`src/rtl/mem_test_engine_pkg.sv`:
```
// mem_test_engine shared types and pattern helper
// FSM encoding, pattern modes, expected-data generator
package mem_test_pkg;

  typedef enum logic [2:0] {
    S_IDLE    = 3'd0,
    S_SEED    = 3'd1,
    S_WRITE   = 3'd2,
    S_RESTORE = 3'd3,
    S_READ    = 3'd4,
    S_TALLY   = 3'd5
  } state_t;

  localparam logic [1:0] MODE_LFSR = 2'd0;
  localparam logic [1:0] MODE_WALK = 2'd1;
  localparam logic [1:0] MODE_ADDR = 2'd2;
  localparam logic [1:0] MODE_CHK  = 2'd3;

  // widest data bus the helper supports; callers keep the low bits
  localparam int PAT_W = 64;

  function automatic logic [PAT_W-1:0] pattern_gen(
    input logic [1:0]       mode,
    input logic [PAT_W-1:0] addr,
    input logic [PAT_W-1:0] pass,
    input logic [PAT_W-1:0] lfsr_bits,
    input int unsigned      width
  );
    logic [PAT_W-1:0] r;
    logic [PAT_W-1:0] sh;
    r  = '0;
    sh = (addr + pass) % PAT_W'(width);
    unique case (mode)
      MODE_LFSR: r = lfsr_bits;
      MODE_WALK: r = PAT_W'(1) << sh;
      MODE_ADDR: r = addr ^ {PAT_W{pass[0]}};
      MODE_CHK: begin
        if (addr[0] ^ pass[0])
          r = {(PAT_W/2){2'b10}};
        else
          r = {(PAT_W/2){2'b01}};
      end
      default: r = '0;
    endcase
    return r;
  endfunction

endpackage

```
`src/rtl/mem_test_engine_if.sv`:
```
// mem_test_engine memory master bus
// req/ack handshake, read data valid with ack
interface mem_test_engine_if #(
  parameter int ADDR_W = 10,
  parameter int DATA_W = 16
);
  logic              mem_req;
  logic              mem_rnw;
  logic [ADDR_W-1:0] mem_addr;
  logic [DATA_W-1:0] mem_wdat;
  logic              mem_ack;
  logic [DATA_W-1:0] mem_rdat;

  modport master (
    output mem_req, mem_rnw,
    output mem_addr, mem_wdat,
    input  mem_ack, mem_rdat
  );

  modport slave (
    input  mem_req, mem_rnw,
    input  mem_addr, mem_wdat,
    output mem_ack, mem_rdat
  );
endinterface

```
`src/rtl/mem_test_engine_lfsr_gen.sv`:
```
// Fibonacci LFSR with save/restore
// restore replays a sweep's data for read-back
module lfsr_gen #(
  parameter int LEN   = 25,
  parameter int TAP   = 22,
  parameter int SEED  = 1,
  parameter int OUT_W = 16
) (
  input  logic             clk,
  input  logic             rst_n,
  input  logic             next,
  input  logic             save,
  input  logic             restore,
  output logic [OUT_W-1:0] out
);

  logic [LEN-1:0] q;
  logic [LEN-1:0] saved;

  // live state: restore beats a step
  always_ff @(posedge clk or negedge rst_n) begin
    if (!rst_n)
      q <= LEN'(SEED);
    else if (restore)
      q <= saved;
    else if (next)
      q <= {q[LEN-2:0], q[LEN-1] ^ q[TAP-1]};
  end

  // snapshot taken at sweep start
  always_ff @(posedge clk or negedge rst_n) begin
    if (!rst_n)
      saved <= LEN'(SEED);
    else if (save)
      saved <= q;
  end

  assign out = q[OUT_W-1:0];

endmodule

```
`src/rtl/mem_test_engine.sv`:
```
// Memory soak tester: write sweep, read back, compare
// counts clean/failed sweeps, captures first error
module mem_test_engine
  import mem_test_pkg::*;
#(
  parameter int DATA_W    = 16,
  parameter int ADDR_W    = 10,
  parameter int CNT_W     = 16,
  parameter int LFSR_LEN  = 25,
  parameter int LFSR_TAP  = 22,
  parameter int LFSR_SEED = 1
) (
  input  logic              clk,
  input  logic              rst_n,
  input  logic              enable,
  input  logic [1:0]        mode,
  input  logic              clr,
  mem_test_engine_if.master mem,
  output logic              busy,
  output logic [CNT_W-1:0]  pass_counter,
  output logic [CNT_W-1:0]  fail_counter,
  output logic              err_valid,
  output logic [ADDR_W-1:0] err_addr,
  output logic [DATA_W-1:0] err_exp,
  output logic [DATA_W-1:0] err_got
);

  state_t            state_q;
  state_t            state_d;
  logic [ADDR_W-1:0] addr_q;
  logic [1:0]        mode_q;
  logic              pass_err;
  logic [CNT_W-1:0]  pass_idx;
  logic [DATA_W-1:0] lfsr_out;
  logic [DATA_W-1:0] exp_dat;
  logic              req;
  logic              rnw;
  logic              beat;
  logic              last;
  logic              mism;
  logic              cap;
  logic              tally;
  logic              lfsr_next;
  logic              lfsr_save;
  logic              lfsr_restore;

  lfsr_gen #(
    .LEN   (LFSR_LEN),
    .TAP   (LFSR_TAP),
    .SEED  (LFSR_SEED),
    .OUT_W (DATA_W)
  ) u_lfsr (
    .clk     (clk),
    .rst_n   (rst_n),
    .next    (lfsr_next),
    .save    (lfsr_save),
    .restore (lfsr_restore),
    .out     (lfsr_out)
  );

  assign exp_dat = DATA_W'(pattern_gen(
    mode_q,
    PAT_W'(addr_q),
    PAT_W'(pass_idx),
    PAT_W'(lfsr_out),
    DATA_W));

  assign beat  = req & mem.mem_ack;
  assign last  = (addr_q == '1);
  assign mism  = (mem.mem_rdat != exp_dat);
  assign cap   = rnw & beat & mism & ~err_valid;
  assign tally = (state_q == S_TALLY);
  assign busy  = (state_q != S_IDLE);

  assign mem.mem_req  = req;
  assign mem.mem_rnw  = rnw;
  assign mem.mem_addr = addr_q;
  assign mem.mem_wdat = (state_q == S_WRITE) ? exp_dat : '0;

  // state register
  always_ff @(posedge clk or negedge rst_n) begin
    if (!rst_n)
      state_q <= S_IDLE;
    else
      state_q <= state_d;
  end

  // next state, bus strobes, LFSR control
  always_comb begin
    state_d      = state_q;
    req          = 1'b0;
    rnw          = 1'b0;
    lfsr_next    = 1'b0;
    lfsr_save    = 1'b0;
    lfsr_restore = 1'b0;
    unique case (state_q)
      S_IDLE: begin
        if (enable)
          state_d = S_SEED;
      end
      S_SEED: begin
        lfsr_save = 1'b1;
        state_d   = S_WRITE;
      end
      S_WRITE: begin
        req = 1'b1;
        if (mem.mem_ack) begin
          lfsr_next = 1'b1;
          if (last)
            state_d = S_RESTORE;
        end
      end
      S_RESTORE: begin
        lfsr_restore = 1'b1;
        state_d      = S_READ;
      end
      S_READ: begin
        req = 1'b1;
        rnw = 1'b1;
        if (mem.mem_ack) begin
          lfsr_next = 1'b1;
          if (last)
            state_d = S_TALLY;
        end
      end
      S_TALLY: begin
        state_d = enable ? S_SEED : S_IDLE;
      end
      default: state_d = S_IDLE;
    endcase
  end

  // sweep address, latched mode, sweep error flag, pass index
  always_ff @(posedge clk or negedge rst_n) begin
    if (!rst_n) begin
      addr_q   <= '0;
      mode_q   <= MODE_LFSR;
      pass_err <= 1'b0;
      pass_idx <= '0;
    end else begin
      if (state_q == S_SEED) begin
        mode_q   <= mode;
        pass_err <= 1'b0;
      end
      if (state_q == S_SEED || state_q == S_RESTORE)
        addr_q <= '0;
      else if (beat)
        addr_q <= addr_q + 1'b1;
      if (rnw && beat)
        pass_err <= pass_err | mism;
      if (tally)
        pass_idx <= pass_idx + 1'b1;
    end
  end

  // saturating sweep counters; clr wins
  always_ff @(posedge clk or negedge rst_n) begin
    if (!rst_n) begin
      pass_counter <= '0;
      fail_counter <= '0;
    end else if (clr) begin
      pass_counter <= '0;
      fail_counter <= '0;
    end else if (tally) begin
      if (!pass_err && pass_counter != '1)
        pass_counter <= pass_counter + 1'b1;
      if (pass_err && fail_counter != '1)
        fail_counter <= fail_counter + 1'b1;
    end
  end

  // first-error capture; capture wins over clr
  always_ff @(posedge clk or negedge rst_n) begin
    if (!rst_n) begin
      err_valid <= 1'b0;
      err_addr  <= '0;
      err_exp   <= '0;
      err_got   <= '0;
    end else if (cap) begin
      err_valid <= 1'b1;
      err_addr  <= addr_q;
      err_exp   <= exp_dat;
      err_got   <= mem.mem_rdat;
    end else if (clr) begin
      err_valid <= 1'b0;
      err_addr  <= '0;
      err_exp   <= '0;
      err_got   <= '0;
    end
  end

endmodule

```
`src/flat_wrapper.sv`:
```
// flat-port wrapper written by rule: the top's interface ports become plain ports
module mem_test_engine_flat import mem_test_pkg::*;
#(
  parameter int DATA_W    = 16,
  parameter int ADDR_W    = 10,
  parameter int CNT_W     = 16,
  parameter int LFSR_LEN  = 25,
  parameter int LFSR_TAP  = 22,
  parameter int LFSR_SEED = 1
)
  (clk, rst_n, enable, mode, clr, busy, pass_counter, fail_counter, err_valid, err_addr, err_exp, err_got, mem_mem_req, mem_mem_rnw, mem_mem_addr, mem_mem_wdat, mem_mem_ack, mem_mem_rdat);
  mem_test_engine_if #(.ADDR_W(ADDR_W), .DATA_W(DATA_W)) mem_i ();
  input  logic clk;
  input  logic rst_n;
  input  logic enable;
  input  logic [1:0] mode;
  input  logic clr;
  output logic busy;
  output logic [CNT_W-1:0] pass_counter;
  output logic [CNT_W-1:0] fail_counter;
  output logic err_valid;
  output logic [ADDR_W-1:0] err_addr;
  output logic [DATA_W-1:0] err_exp;
  output logic [DATA_W-1:0] err_got;
  output wire logic [$bits(mem_i.mem_req)-1:0] mem_mem_req;
  output wire logic [$bits(mem_i.mem_rnw)-1:0] mem_mem_rnw;
  output wire logic [$bits(mem_i.mem_addr)-1:0] mem_mem_addr;
  output wire logic [$bits(mem_i.mem_wdat)-1:0] mem_mem_wdat;
  input wire logic [$bits(mem_i.mem_ack)-1:0] mem_mem_ack;
  input wire logic [$bits(mem_i.mem_rdat)-1:0] mem_mem_rdat;
  assign mem_mem_req = mem_i.mem_req;
  assign mem_mem_rnw = mem_i.mem_rnw;
  assign mem_mem_addr = mem_i.mem_addr;
  assign mem_mem_wdat = mem_i.mem_wdat;
  assign mem_i.mem_ack = mem_mem_ack;
  assign mem_i.mem_rdat = mem_mem_rdat;
  mem_test_engine #(.DATA_W(DATA_W), .ADDR_W(ADDR_W), .CNT_W(CNT_W), .LFSR_LEN(LFSR_LEN), .LFSR_TAP(LFSR_TAP), .LFSR_SEED(LFSR_SEED)) u_core (.clk(clk), .rst_n(rst_n), .enable(enable), .mode(mode), .clr(clr), .mem(mem_i), .busy(busy), .pass_counter(pass_counter), .fail_counter(fail_counter), .err_valid(err_valid), .err_addr(err_addr), .err_exp(err_exp), .err_got(err_got));
endmodule
```
`config.mk`:
```
export PLATFORM = sky130hd
export DESIGN_NAME = mem_test_engine_flat
export DESIGN_NICKNAME = d
export VERILOG_FILES = /design/src/rtl/mem_test_engine_pkg.sv /design/src/rtl/mem_test_engine_if.sv /design/src/rtl/mem_test_engine_lfsr_gen.sv /design/src/rtl/mem_test_engine.sv /design/src/flat_wrapper.sv
export SDC_FILE = /design/constraint.sdc
export NUM_CORES = 1
export LEC_CHECK = 0
export BUFFER_PORTS_ARGS = -buffer_cell sky130_fd_sc_hd__buf_2
export CORE_UTILIZATION = 60
export CTS_CLUSTER_DIAMETER = 150
export DETAILED_ROUTE_END_ITERATION = 8
export PLACE_DENSITY = 0.84
export SLEW_MARGIN = 20
export SYNTH_ARGS = -nofsm -noshare
export SYNTH_HDL_FRONTEND = slang
export SYNTH_SLANG_ARGS = --single-unit
```
`constraint.sdc`:
```
create_clock -name clk -period 9.5 [get_ports clk]
set_input_delay 0.95 -clock clk [delete_from_list [all_inputs] [get_ports clk]]
set_output_delay 0.95 -clock clk [all_outputs]
set_load 0.005 [all_outputs]
```
==> key figures <==
Run status
  • Status: complete, no violations

Cells and area
  • Most frequent cells in the layout: dfrtp_1, buf_2, nor2_1, nand2_1, o21ai_0
  • N_diodes: 0
  • Commonest non-fill, non-tap cell in the layout: dfrtp_1
  • Nets@finish: ~970
  • P&R area growth vs syn: 16.4%
  • Share of cells above drive strength 1: a little under a quarter
  • Final instance area: around 9300 um2

Clock tree
  • CTS Buf Count: 17
  • Clk_lat worst skew: around 440 ps
  • Clock-pin slew on the worst setup and hold paths: around 60 ps
  • Clk sinks: about 150
  • Post-CTS sizing: 0
  • CTS tree: done
  • CTS Buffer Depth: 2
  • Postcts setup bufs: 0
  • CTS root buffer: clkbuf_16
  • CTS Hold Bufs: 0
  • H-Tree Depth: 4

Synthesis
  • Synth warn: 0
  • Synth cell types: between 70 and 80
  • Post-synth EDFFs: 0
  • Syn_nets: 860
  • Synth Register Bits: roughly 150
  • Cell taking the most area after synthesis: dfrtp_1
  • Area contributors post-synth: dfrtp_1, nor2_1, nand2_1, xor2_1, mux2i_1
  • Synth top area share: between 40 and 50%
  • Synth async-reset ratio: 100%
  • Top_reg_cell synth: dfrtp_1
  • Area of the mapped netlist: 7990 um2
  • Mean Syn Cell Area: slightly below 10 um2
  • Sequential-to-total area share from yosys stat: between 40% and 50%
  • Synth Instances: slightly above 800

STA
  • Final Max Slew Viols: 0
  • Worst Tran Pin Value: 1160 ps
  • Final setup violation count: 0
  • Crit share post-route: 55.8%
  • Slew margin rel.: 22.7%
  • Peak Freq: 189 MHz
  • RSZ-0062 raised after global routing: no
  • Final count of hold timing violations: 0
  • Final worst path period need: between 5000 and 6000 ps
  • Clock Skews: 7.34 ps
  • Setup TNS: 0 ps

Hold path
  • Hold path cells: 2
  • Worst hold path class: reg2reg
  • Critical hold path startpoint: u_core.u_lfsr.saved[0]

Placement
  • Routability cong.: a little under 1
  • I/O Buffers: 126
  • Area post-placement: 8670 um2
  • DP HPWL: ~16 mm

Route
  • Via count: ~7000
  • Antenna Violating Nets Remaining: 0
  • Vias per cell: around 6.3
  • Number of DRC markers in iteration 0: between 700 and 800
  • Routed wire length: ~24 mm
  • Router iterations before antenna repair: 8
  • Routed wire per std cell: roughly 21 um
  • Remaining DRCs: 0

Floorplanning
  • I/O pin total: around 130
  • Initial Util: between 60% and 70%
  • Core ar.: 12800 um2
  • Die H: approximately 120 um
  • Chip width: 117 um
  • Die area: between 10000 and 15000 um2
  • Row count: 41

Global route
  • Vias in the first global route: about 6800
  • First-pass GRT wire length: ~37 mm
  • Initial antenna violation count: 1
  • GRT overflow: 0
  • GRT Util Overall: 35.4%
  • Pin count of the biggest net entering global routing: a little under 80

Setup path
  • Worst stage delay on the critical path: a little under 900 ps
  • Crit path from: u_core.pass_idx[0]
  • Worst EP arrival: between 5000 and 6000 ps
  • Crit-path max FO: 32
  • Crit-path slowest cell: dfrtp_1
  • Levels on crit path: 12
  • Reg2reg setup slack: roughly 4200 ps
  • CP top delay family: compound AO/OA/AOI/OAI gates
  • Critical path type: reg2reg
  • Critical Path RT: between 9000 and 10000 ps
  • Critical path capture point type: flop
  • Startpoint types: flop
  • Critical Path, Cell by Cell: ha_1, inv_1, fa_1, xor2_2, nand2_1, o32a_1, o21ai_1, a2111o_1, nor4_4, a311oi_4, buf_4, mux2_2
  • Setup crit end: u_core.err_addr[6]
  • RR Endpoint: u_core.err_addr[6]
  • FF-to-FF Start: u_core.pass_idx[0]
  • CP bufs+invs: 2
  • Worst r2r path cells: 12

Power
  • Tot Pwr: 2.78 mW
  • Pwr Density: 299 nW/um2
  • Leak: 4.31 nW
  • VDD IR max: ~0.24 mV

Run
  • Maxcap violations: 0
where the power goes:
group	internal, mW	switching [mW]	leakage, nW
combinational	0.421	0.699	2.14
clock	0.458	0.267	0.310
sequential	0.760	0.172	1.86
total	1.64	1.14	4.31
area by class of cell:
| type | count | area, um2 |
|---|---|---|
| sequential | 145 | 3630 |
| timing repair buffer | 132 | 682 |
| fill | 922 | 3520 |
| multi-input combinational | 604 | 4010 |
| clock buffer | 22 | 474 |
| inverter | 36 | 135 |
| clock inverter | 10 | 156 |
| tap | 172 | 215 |
worst min path at each step:
| stage | to |
|---|---|
| floorplan | u_core.u_lfsr.saved[11] |
| global placement | u_core.u_lfsr.saved[11] |
| detailed placement | u_core.u_lfsr.saved[3] |
| CTS | u_core.u_lfsr.saved[14] |
| global route | u_core.u_lfsr.saved[15] |
| finish | u_core.u_lfsr.saved[0] |
synth_stat cells (all sizes together), types with 14 or more instances:
cell type / number
nor2: 100
clkbuf: 26
xor2: 38
nor2b: 34
o21ai: 46
mux2i: 31
buf: 18
mux2: 34
dfrtp: 143
o22ai: 33
a21oi: 20
nand2: 85
xnor2: 15
nor3: 14
nand3: 18
inv: 36
nand4: 14
per-stage QoR:
stage,util (%),hold slack (ps),cells,setup slack [ps]
2_1_floorplan,-,450,829,6160
3_3_place_gp,67.6,465,1089,4340
3_5_place_dp,67.6,474,1089,4280
4_1_cts,72.5,486,1121,4230
5_1_grt,72.5,519,1121,3940
6_report,72.5,483,1121,4200
logic make-up (layout without fill, tap and decap cells):
family,count (synthesis),count (layout),share of synthesized area [%]
buffers and inverters,80,200,4.40
and+or+nand+nor,304,304,18.0
adders and majority gates,8,8,1.35
AOI/OAI and AO/OA,174,174,15.0
xor gates and xnor gates,53,53,6.23
DFF,145,145,45.4
muxes,65,65,9.63
registers in the layout, indices dropped and copies added, names as in the netlist:
name                 flops
u_core.u_lfsr.q         25
u_core.u_lfsr.saved     25
u_core.err_exp          16
u_core.err_got          16
u_core.fail_counter     16
u_core.pass_counter     16
u_core.err_addr         10
u_core.mem.mem_addr     10
u_core.pass_idx          4
u_core.state_q           3
u_core.mode_q            2
u_core.err_valid         1
u_core.pass_err          1
per-layer routing:
metal  global-route usage (%)  up-vias  part of all wire, %
met4                     16.6        0                  4.2
li1                         -     3138                    -
met5                        0        -                    0
met3                     8.56       99                  7.0
met1                     45.7     3473                   41
met2                     56.3      318                   48
worst reg2reg max path, cell delays in order, from the launching register on:
cell	delay, ps
dfrtp_1	870
ha_1	300
inv_1	50
fa_1	430
xor2_2	560
nand2_1	330
o32a_1	410
o21ai_1	130
a2111o_1	200
nor4_4	70
a311oi_4	770
buf_4	610
mux2_2	440
No activity file was read; power rests on OpenSTA's default activity.
